File: src/rtl/hazard_pkg.sv
// Shared constants, select encodings and slot type for the pipeline hazard controller.
package hazard_pkg;

    localparam logic [1:0] TUSE_NONE = 2'd3;

    // D-stage forward selects: GRF, M result, E pc8/imm result
    localparam logic [1:0] FWD_GRF   = 2'd0;
    localparam logic [1:0] FWD_M     = 2'd1;
    localparam logic [1:0] FWD_E     = 2'd2;
    // E-stage forward selects: W result, M result (nearer stage keeps the higher code)
    localparam logic [1:0] FWD_W     = 2'd1;
    localparam logic [1:0] FWD_E_M   = 2'd2;

    typedef enum logic [1:0] {
        MD_NONE = 2'b00,
        MD_MULT = 2'b01,
        MD_DIV  = 2'b10
    } md_op_e;

    typedef struct packed {
        logic [4:0] a1;
        logic [4:0] a2;
        logic [4:0] a3;
        logic [1:0] tnew;
    } slot_t;

    function automatic logic [1:0] sat_dec(input logic [1:0] x);
        return (x != 2'd0) ? x - 2'd1 : 2'd0;
    endfunction

endpackage

File: src/rtl/md_busy_cnt.sv
// Mult/div busy counter: loaded when an MD op leaves E, then counts down to idle.
module md_busy_cnt
    import hazard_pkg::*;
#(
    parameter int unsigned MULT_CYCLES = 5,
    parameter int unsigned DIV_CYCLES  = 10
) (
    input  logic       i_clk,
    input  logic       i_rst,
    input  logic [1:0] i_md_op,
    output logic       o_busy
);

    logic [3:0] r_cnt;

    // Load on an MD op in E, otherwise count down while nonzero
    always_ff @(posedge i_clk or posedge i_rst) begin
        if (i_rst) begin
            r_cnt <= '0;
        end else if (i_md_op == MD_MULT) begin
            r_cnt <= 4'(MULT_CYCLES);
        end else if (i_md_op == MD_DIV) begin
            r_cnt <= 4'(DIV_CYCLES);
        end else if (r_cnt != '0) begin
            r_cnt <= r_cnt - 4'd1;
        end
    end

    assign o_busy = (r_cnt != '0);

endmodule

File: src/rtl/hazard_ctrl.sv
// Stall/forward controller: shadow E/M/W write-back scoreboard, Tuse/Tnew compare, MD interlock.
module hazard_ctrl
    import hazard_pkg::*;
#(
    parameter int unsigned MULT_CYCLES = 5,
    parameter int unsigned DIV_CYCLES  = 10
) (
    input  logic       clk,
    input  logic       reset,
    input  logic [4:0] D_A1,
    input  logic [4:0] D_A2,
    input  logic [4:0] D_A3,
    input  logic [1:0] D_Tuse_rs,
    input  logic [1:0] D_Tuse_rt,
    input  logic [1:0] D_Tnew,
    input  logic       D_md,
    input  logic [1:0] D_md_op,
    output logic       stall,
    output logic [1:0] FwdD_rs,
    output logic [1:0] FwdD_rt,
    output logic [1:0] FwdE_rs,
    output logic [1:0] FwdE_rt,
    output logic       FwdM_rt,
    output logic       md_busy
);

    // M keeps only rt/dest/Tnew and W only dest: nothing downstream reads the other fields
    slot_t      r_e;
    md_op_e     r_e_md;
    logic [4:0] r_m_a2;
    logic [4:0] r_m_a3;
    logic [1:0] r_m_tnew;
    logic [4:0] r_w_a3;

    logic       w_stall_rs;
    logic       w_stall_rt;
    logic       w_stall_md;
    logic       w_md_busy;

    function automatic logic reg_hazard(input logic [4:0] a, input logic [1:0] tuse,
                                        input slot_t e, input logic [4:0] m_a3,
                                        input logic [1:0] m_tnew);
        return (a != '0) && (((e.a3 == a) && (e.tnew > tuse)) ||
                             ((m_a3 == a) && (m_tnew > tuse)));
    endfunction

    function automatic logic [1:0] fwd_d(input logic [4:0] a, input slot_t e,
                                         input logic [4:0] m_a3, input logic [1:0] m_tnew);
        if (a == '0)                           return FWD_GRF;
        else if (e.a3 == a && e.tnew == 2'd0)  return FWD_E;
        else if (m_a3 == a && m_tnew == 2'd0)  return FWD_M;
        else                                   return FWD_GRF;
    endfunction

    function automatic logic [1:0] fwd_e(input logic [4:0] a, input logic [4:0] m_a3,
                                         input logic [1:0] m_tnew, input logic [4:0] w_a3);
        if (a == '0)                           return FWD_GRF;
        else if (m_a3 == a && m_tnew == 2'd0)  return FWD_E_M;
        else if (w_a3 == a)                    return FWD_W;
        else                                   return FWD_GRF;
    endfunction

    // Shift the shadow scoreboard with the pipeline; a stall inserts a bubble into E
    always_ff @(posedge clk or posedge reset) begin
        if (reset) begin
            r_e      <= '0;
            r_e_md   <= MD_NONE;
            r_m_a2   <= '0;
            r_m_a3   <= '0;
            r_m_tnew <= '0;
            r_w_a3   <= '0;
        end else begin
            r_w_a3   <= r_m_a3;
            r_m_a2   <= r_e.a2;
            r_m_a3   <= r_e.a3;
            r_m_tnew <= sat_dec(r_e.tnew);
            if (stall) begin
                r_e    <= '0;
                r_e_md <= MD_NONE;
            end else begin
                r_e    <= '{a1: D_A1, a2: D_A2, a3: D_A3, tnew: D_Tnew};
                r_e_md <= md_op_e'(D_md_op);
            end
        end
    end

    md_busy_cnt #(
        .MULT_CYCLES (MULT_CYCLES),
        .DIV_CYCLES  (DIV_CYCLES)
    ) u_md_busy_cnt (
        .i_clk   (clk),
        .i_rst   (reset),
        .i_md_op (r_e_md),
        .o_busy  (w_md_busy)
    );

    assign w_stall_rs = reg_hazard(D_A1, D_Tuse_rs, r_e, r_m_a3, r_m_tnew);
    assign w_stall_rt = reg_hazard(D_A2, D_Tuse_rt, r_e, r_m_a3, r_m_tnew);
    assign w_stall_md = D_md && ((r_e_md != MD_NONE) || w_md_busy);

    // Stall and forwarding selects from the scoreboard and the D-stage operands
    always_comb begin
        stall   = w_stall_rs | w_stall_rt | w_stall_md;
        FwdD_rs = fwd_d(D_A1, r_e, r_m_a3, r_m_tnew);
        FwdD_rt = fwd_d(D_A2, r_e, r_m_a3, r_m_tnew);
        FwdE_rs = fwd_e(r_e.a1, r_m_a3, r_m_tnew, r_w_a3);
        FwdE_rt = fwd_e(r_e.a2, r_m_a3, r_m_tnew, r_w_a3);
        FwdM_rt = (r_m_a2 != '0) && (r_w_a3 == r_m_a2);
        md_busy = w_md_busy;
    end

endmodule

File: config.mk
export PLATFORM = sky130hd
export DESIGN_NAME = hazard_ctrl
export DESIGN_NICKNAME = d
export VERILOG_FILES = /design/src/rtl/hazard_pkg.sv /design/src/rtl/md_busy_cnt.sv /design/src/rtl/hazard_ctrl.sv
export SDC_FILE = /design/constraint.sdc
export NUM_CORES = 1
export LEC_CHECK = 0
export CELL_PAD_IN_SITES_DETAIL_PLACEMENT = 1
export CELL_PAD_IN_SITES_GLOBAL_PLACEMENT = 1
export CORE_MARGIN = 5
export CORE_UTILIZATION = 40
export CTS_BUF_LIST = sky130_fd_sc_hd__clkbuf_16
export DETAILED_ROUTE_END_ITERATION = 7
export PLACE_DENSITY = 0.83
export SKIP_LAST_GASP = 1
export SLEW_MARGIN = 30
export SYNTH_ARGS = -nofsm -noshare
export SYNTH_HDL_FRONTEND = slang
export SYNTH_SLANG_ARGS = --single-unit
File: constraint.sdc
create_clock -name clk -period 2.6 [get_ports clk]
set_input_delay 0.39 -clock clk [delete_from_list [all_inputs] [get_ports clk]]
set_output_delay 0.39 -clock clk [all_outputs]
set_load 0.05 [all_outputs]
* After elaboration in Yosys (flattened, before gate mapping)
Index checks and enable logic that the tools add are counted.
** Operators by class
- Add/subtract/negate cells :: 2
- Magnitude comparators :: 4
- Eq/ne operators :: 11
- Muxes and demuxes :: 18
- Bitwise logic cells :: 2
- Reduce and logical (&&, ||, !) cells :: 30
** Operators by type and width (count)
- 5-bit equality test :: 9
- 5-bit logical NOT :: 4
- 2-bit two-way mux :: 10
- 17-bit two-way mux :: 1
- 5-bit nonzero test :: 3
- 1-bit logical AND :: 14
- 4-bit two-way mux :: 3
- 2-bit > comparator :: 4
- 2-bit logical NOT :: 2
- 1-bit two-way mux :: 4
- 2-bit nonzero test :: 2
- 4-bit nonzero test :: 1
- 4-bit by 1-bit subtractor with 4-bit output, second input constant :: 1
- 1-bit logical OR :: 3
- 3-bit nonzero test :: 1
- 2-bit by 1-bit equality test with 1-bit output, second input constant :: 1
- 2-bit equality test, second input constant :: 1
- 1-bit bitwise OR :: 2
- 2-bit by 1-bit subtractor with 2-bit output, second input constant :: 1
** Word-level totals
- Bits in registers :: 40
- Bits of input ports :: 26

* Longest topological paths before layout
Gate-level depths: netlist of run 1.
- Depth after elaboration :: 7
- Mapped depth :: 9
- Depth with buffers taken out :: 7

* Cells and area by module
From an unflattened synthesis of run 1, not the netlist that was laid out.
** Second synthesis, totals
- Cell total of the unflattened synthesis :: 207
- Area, all modules :: 2312.2 um2
** Modules (own cells, without submodules)
- hazard_ctrl :: times used 1, cells an instance 181, area each 2033.2 um2, sequential area each 900.9 um2
- md_busy_cnt :: times used 1, cells an instance 26, area each 279.0 um2, sequential area each 100.1 um2

* Worst setup path before layout of run 1
No wires, ideal clock.
- Path type :: register to output
- Start :: reg r_m_a3[4]
- End :: out FwdD_rs[0]
- Arrival time :: 2.754 ns
- Setup slack :: -0.544 ns
- Cell stages (with the launch flop) :: 4
- Path buffers :: 0
- Cells stage by stage :: dfrtp_1 -> xor2_1 -> or4_4 -> nor4b_1
** On the way
- Cells in the longest elaborated chain, start to end :: 5
** RTL lines
- start: declaration :: line hazard_ctrl.sv:31 : logic [4:0] r_m_a3;
- start signal: assignment :: line hazard_ctrl.sv:75 : r_m_a3 <= r_e.a3;
- 5-bit equality test :: line hazard_ctrl.sv:51 : else if (m_a3 == a && m_tnew == 2'd0) return FWD_M;
- 1-bit logical AND :: line hazard_ctrl.sv:51
- 1-bit two-way mux :: line hazard_ctrl.sv:51
- 2-bit two-way mux :: line hazard_ctrl.sv:50 : else if (e.a3 == a && e.tnew == 2'd0) return FWD_E;
- 2-bit two-way mux :: line hazard_ctrl.sv:49 : if (a == '0) return FWD_GRF;
- end: declaration :: line hazard_ctrl.sv:19 : output logic [1:0] FwdD_rs,
Every way passes these cells.

* Final worst setup path of run 1
- Start :: reg u_md_busy_cnt.r_cnt[0]
- End :: out stall
** On the way
- Cells in the longest elaborated chain, start to end :: 4
** RTL lines
- start: declaration :: line md_busy_cnt.sv:14 : logic [3:0] r_cnt;
- start signal: assignment :: line md_busy_cnt.sv:21 : r_cnt <= 4'(MULT_CYCLES);
- start signal: assignment :: line md_busy_cnt.sv:23 : r_cnt <= 4'(DIV_CYCLES);
- start signal: assignment :: line md_busy_cnt.sv:25 : r_cnt <= r_cnt - 4'd1;
- 4-bit nonzero test :: line md_busy_cnt.sv:29 : assign o_busy = (r_cnt != '0);
- 1-bit logical OR :: line hazard_ctrl.sv:99 : assign w_stall_md = D_md && ((r_e_md != MD_NONE) || w_md_busy);
- 1-bit logical AND :: line hazard_ctrl.sv:99
- 1-bit bitwise OR :: line hazard_ctrl.sv:103 : stall = w_stall_rs | w_stall_rt | w_stall_md;
- end: declaration :: line hazard_ctrl.sv:18 : output logic stall,
Every way passes these cells.

==> impl_metrics.yaml, run 1 <==
sta:
  layout_setup_ws_ns: 0.0532
  maxSlewViolCount: 0
  max_freq_mhz: 393
  setup_viol: 0
  fin_skew_ns: 0.00231
  fin_setup_tns_ns: 0
  slew_headroom_pct: 66.2
  worstMarginPinSlew_ns: 0.506
  hold_violations: 0
  fin_crit_ns: 2.55
  finalCritPeriodShare_pct: 98.0
detailed_routing:
  ant_nets: 0
  drc: 0
  vias_per_cell: 5.06
  num_vias: 1777
  initialDrtViolationCount: 35
  routed_wl_um: 5900
  firstDrtPassIters: 4
  wire_per_inst_um: 16.8
grt:
  use_met1_pct: 20.9
  grt_max_degree: 41
  antenna_found_initial: 0
  use_met2_pct: 33.0
  gr-total-overflow: 0
  busiest_layer: "met2"
  first_global_vias: 1997
  grt_pass1_wl_um: 9930
  met3_usage_pct: 4.24
  track_usage_pct: 17.9
cts:
  cts_num_sinks: 40
  cts_root_buf: "clkbuf_16"
  cts-buffers-inserted: 5
  clockBufferDepth: 2
  worstSkewPairLatency_ns: 0.28
  cts_hold_buf: 0
  clkTransAtPathRegs_ns: 0.06
  cts_tree: "yes"
  cts_max_level: 2
job:
  maxCapViolations: 0
yosys:
  ys_ff_latch: 40
  syn-num-nets: 260
  synth_area_per_cell_um2: 9.79
  ys_seq_area_share_pct: 45.7
  ys_top_cells_by_area: "dfrtp_1, xor2_1, xnor2_1"
  syn-cell-area_mm2: 0.00219
  yosys.area.top_type: "dfrtp_1"
  synthDistinctLibCells: 36
  synthCells: 224
  yosysTopAreaCellShare_pct: 45.7
  synth_warnings: 0
final_layout:
  mostFrequentLayoutCells: "dfrtp_1, nor2_1, xor2_1"
  syn2layout_area_growth_pct: 37.3
  final_nets: 314
  drive_above_1_share_pct: 17.6
  nFillCells: 598
  diodes: 0
  layout_commonest_cell: "dfrtp_1"
run_status:
  status: "completed"
place:
  place_ws_ns: -0.0319
  gp_congestion: 0.836
  dp_hpwl_um: 4210
  numPortBuffers: 36
hold_path:
  min_path_type: "register to register"
floorplan:
  core_area_mm2: 0.00541
  start_util_pct: 40.6
  io_pins: 37
  fp.dieW_um: 84.0
  placementRows: 27
  die-area_mm2: 0.00706
  die_h_um: 84.0
power_and_ir_drop:
  peakVddDrop_uv: 418
  powerDensity_mw_per_mm2: 732
  p_leak_uw: 0.00142
worst_setup_path:
  critPathKind: "register to output port"
  cp.arrival_ns: 2.16
  end_kind: "output port"
  cp.required_ns: 2.21
  cp-start-kind: "register"
  cp_max_fo: 4
## area by class of cell
| cell class | count | area [µm²] | share of cell area (%) |
|---|---|---|---|
| Tap cell | 72 | 90.1 | 2.99 |
| Clock inverter | 3 | 47.5 | 1.58 |
| Clock buffer | 5 | 125 | 4.16 |
| Multi-Input combinational cell | 167 | 1170 | 38.9 |
| Sequential cell | 40 | 1000 | 33.3 |
| Inverter | 11 | 41.3 | 1.37 |
| Timing Repair Buffer | 53 | 533 | 17.7 |
## cells by family (layout without fill, tap and decap cells)
kind of cell               count (synthesis)  count (layout)  share of synthesized area [%]
muxes                                      1               1                          0.514
DFF                                       40              40                           45.7
xor gates and xnor gates                  43              43                           17.2
adders and majority gates                 11              11                           6.16
and+or+nand+nor                           92              92                           20.1
AOI/OAI and AO/OA                         20              20                           6.56
buffers and inverters                     17              72                           3.82
## timing repair
action                     4_1_cts  5_1_grt
gates resized for setup          5       14
setup endpoints to repair        3        3
pin swaps                        3        3
hold endpoints to repair         0        0
buffers inserted                 0        5
## sequential cells by signal (all words and copies together) (netlist names)
signal / cells
r_w_a3: 5
r_m_a2: 5
r_m_a3: 5
r_m_tnew: 2
u_md_busy_cnt.r_cnt: 4
r_e: 17
r_e_md: 2
## cell usage after synthesis, drive strengths merged
library cell,n
mux2,1
o21ai,3
nand2b,2
or3,3
or4,2
o221ai,1
nand3,4
o31a,1
clkbuf,2
a211o,1
dfrtp,40
nor2,29
a21o,1
buf,4
ha,10
or3b,1
a2bb2oi,2
a21boi,1
nor4,4
nand4,5
nor3,11
xnor2,20
and2,2
nor4b,1
nand2,22
maj3,1
nor2b,5
a21oi,8
xor2,23
and3,1
inv,11
o21a,1
a41oi,1
## path summary, 6_finish.rpt
path / from / slack, ns / endpoint / cells past startpoint
hold / removal: r_e[3] / 0.44 / r_m_a3[1] / 0
hold reg to reg: r_e[3] / 0.44 / r_m_a3[1] / 0
setup / recovery: u_md_busy_cnt.r_cnt[0] / 0.05 / stall / 7
min in group asynchronous: reset / 0.53 / r_w_a3[0] / 3
max in group asynchronous: reset / 1.69 / r_m_a3[2] / 3
setup reg to reg: u_md_busy_cnt.r_cnt[0] / 0.40 / r_e[12] / 8
## stage by stage
stage	utilization (%)	power, µW	hold slack (ns)	std cells	area, µm²
6_report	55.7	2200	0.445	351	3010
5_1_grt	55.7	2340	0.459	351	3010
4_1_cts	53.9	2170	0.445	346	2920
3_5_place_dp	50.6	1430	0.430	338	2740
3_3_place_gp	50.6	1400	0.418	338	2740
2_1_floorplan	-	1230	0.409	224	2200
## critical path: stages (launching register included)
cell	delay, ns
dfrtp_1	0.40
inv_1	0.10
ha_2	0.21
or3b_4	0.41
o31a_1	0.27
a41oi_2	0.24
nand2b_4	0.08
buf_12	0.15
## per-layer routing
metal,vias up,part of all wire (%)
met4,0,0.78
met5,-,0
met3,6,3.8
met2,29,55
li1,852,-
met1,890,41
## report_power, final
part | leakage, µW | switching (µW) | total [µW] | internal [µW]
sequential | 0.000509 | 115 | 830 | 715
combinational | 0.000823 | 330 | 656 | 326
clock | 0.0000840 | 261 | 717 | 456
(Power assumes the default switching activity.)
==> inputs of run 2 (changes only) <==
- CTS_CLUSTER_DIAMETER: default -> 200
==> results of run 2 <==
Final layout, timing and power as in run 1 (identical DEF).
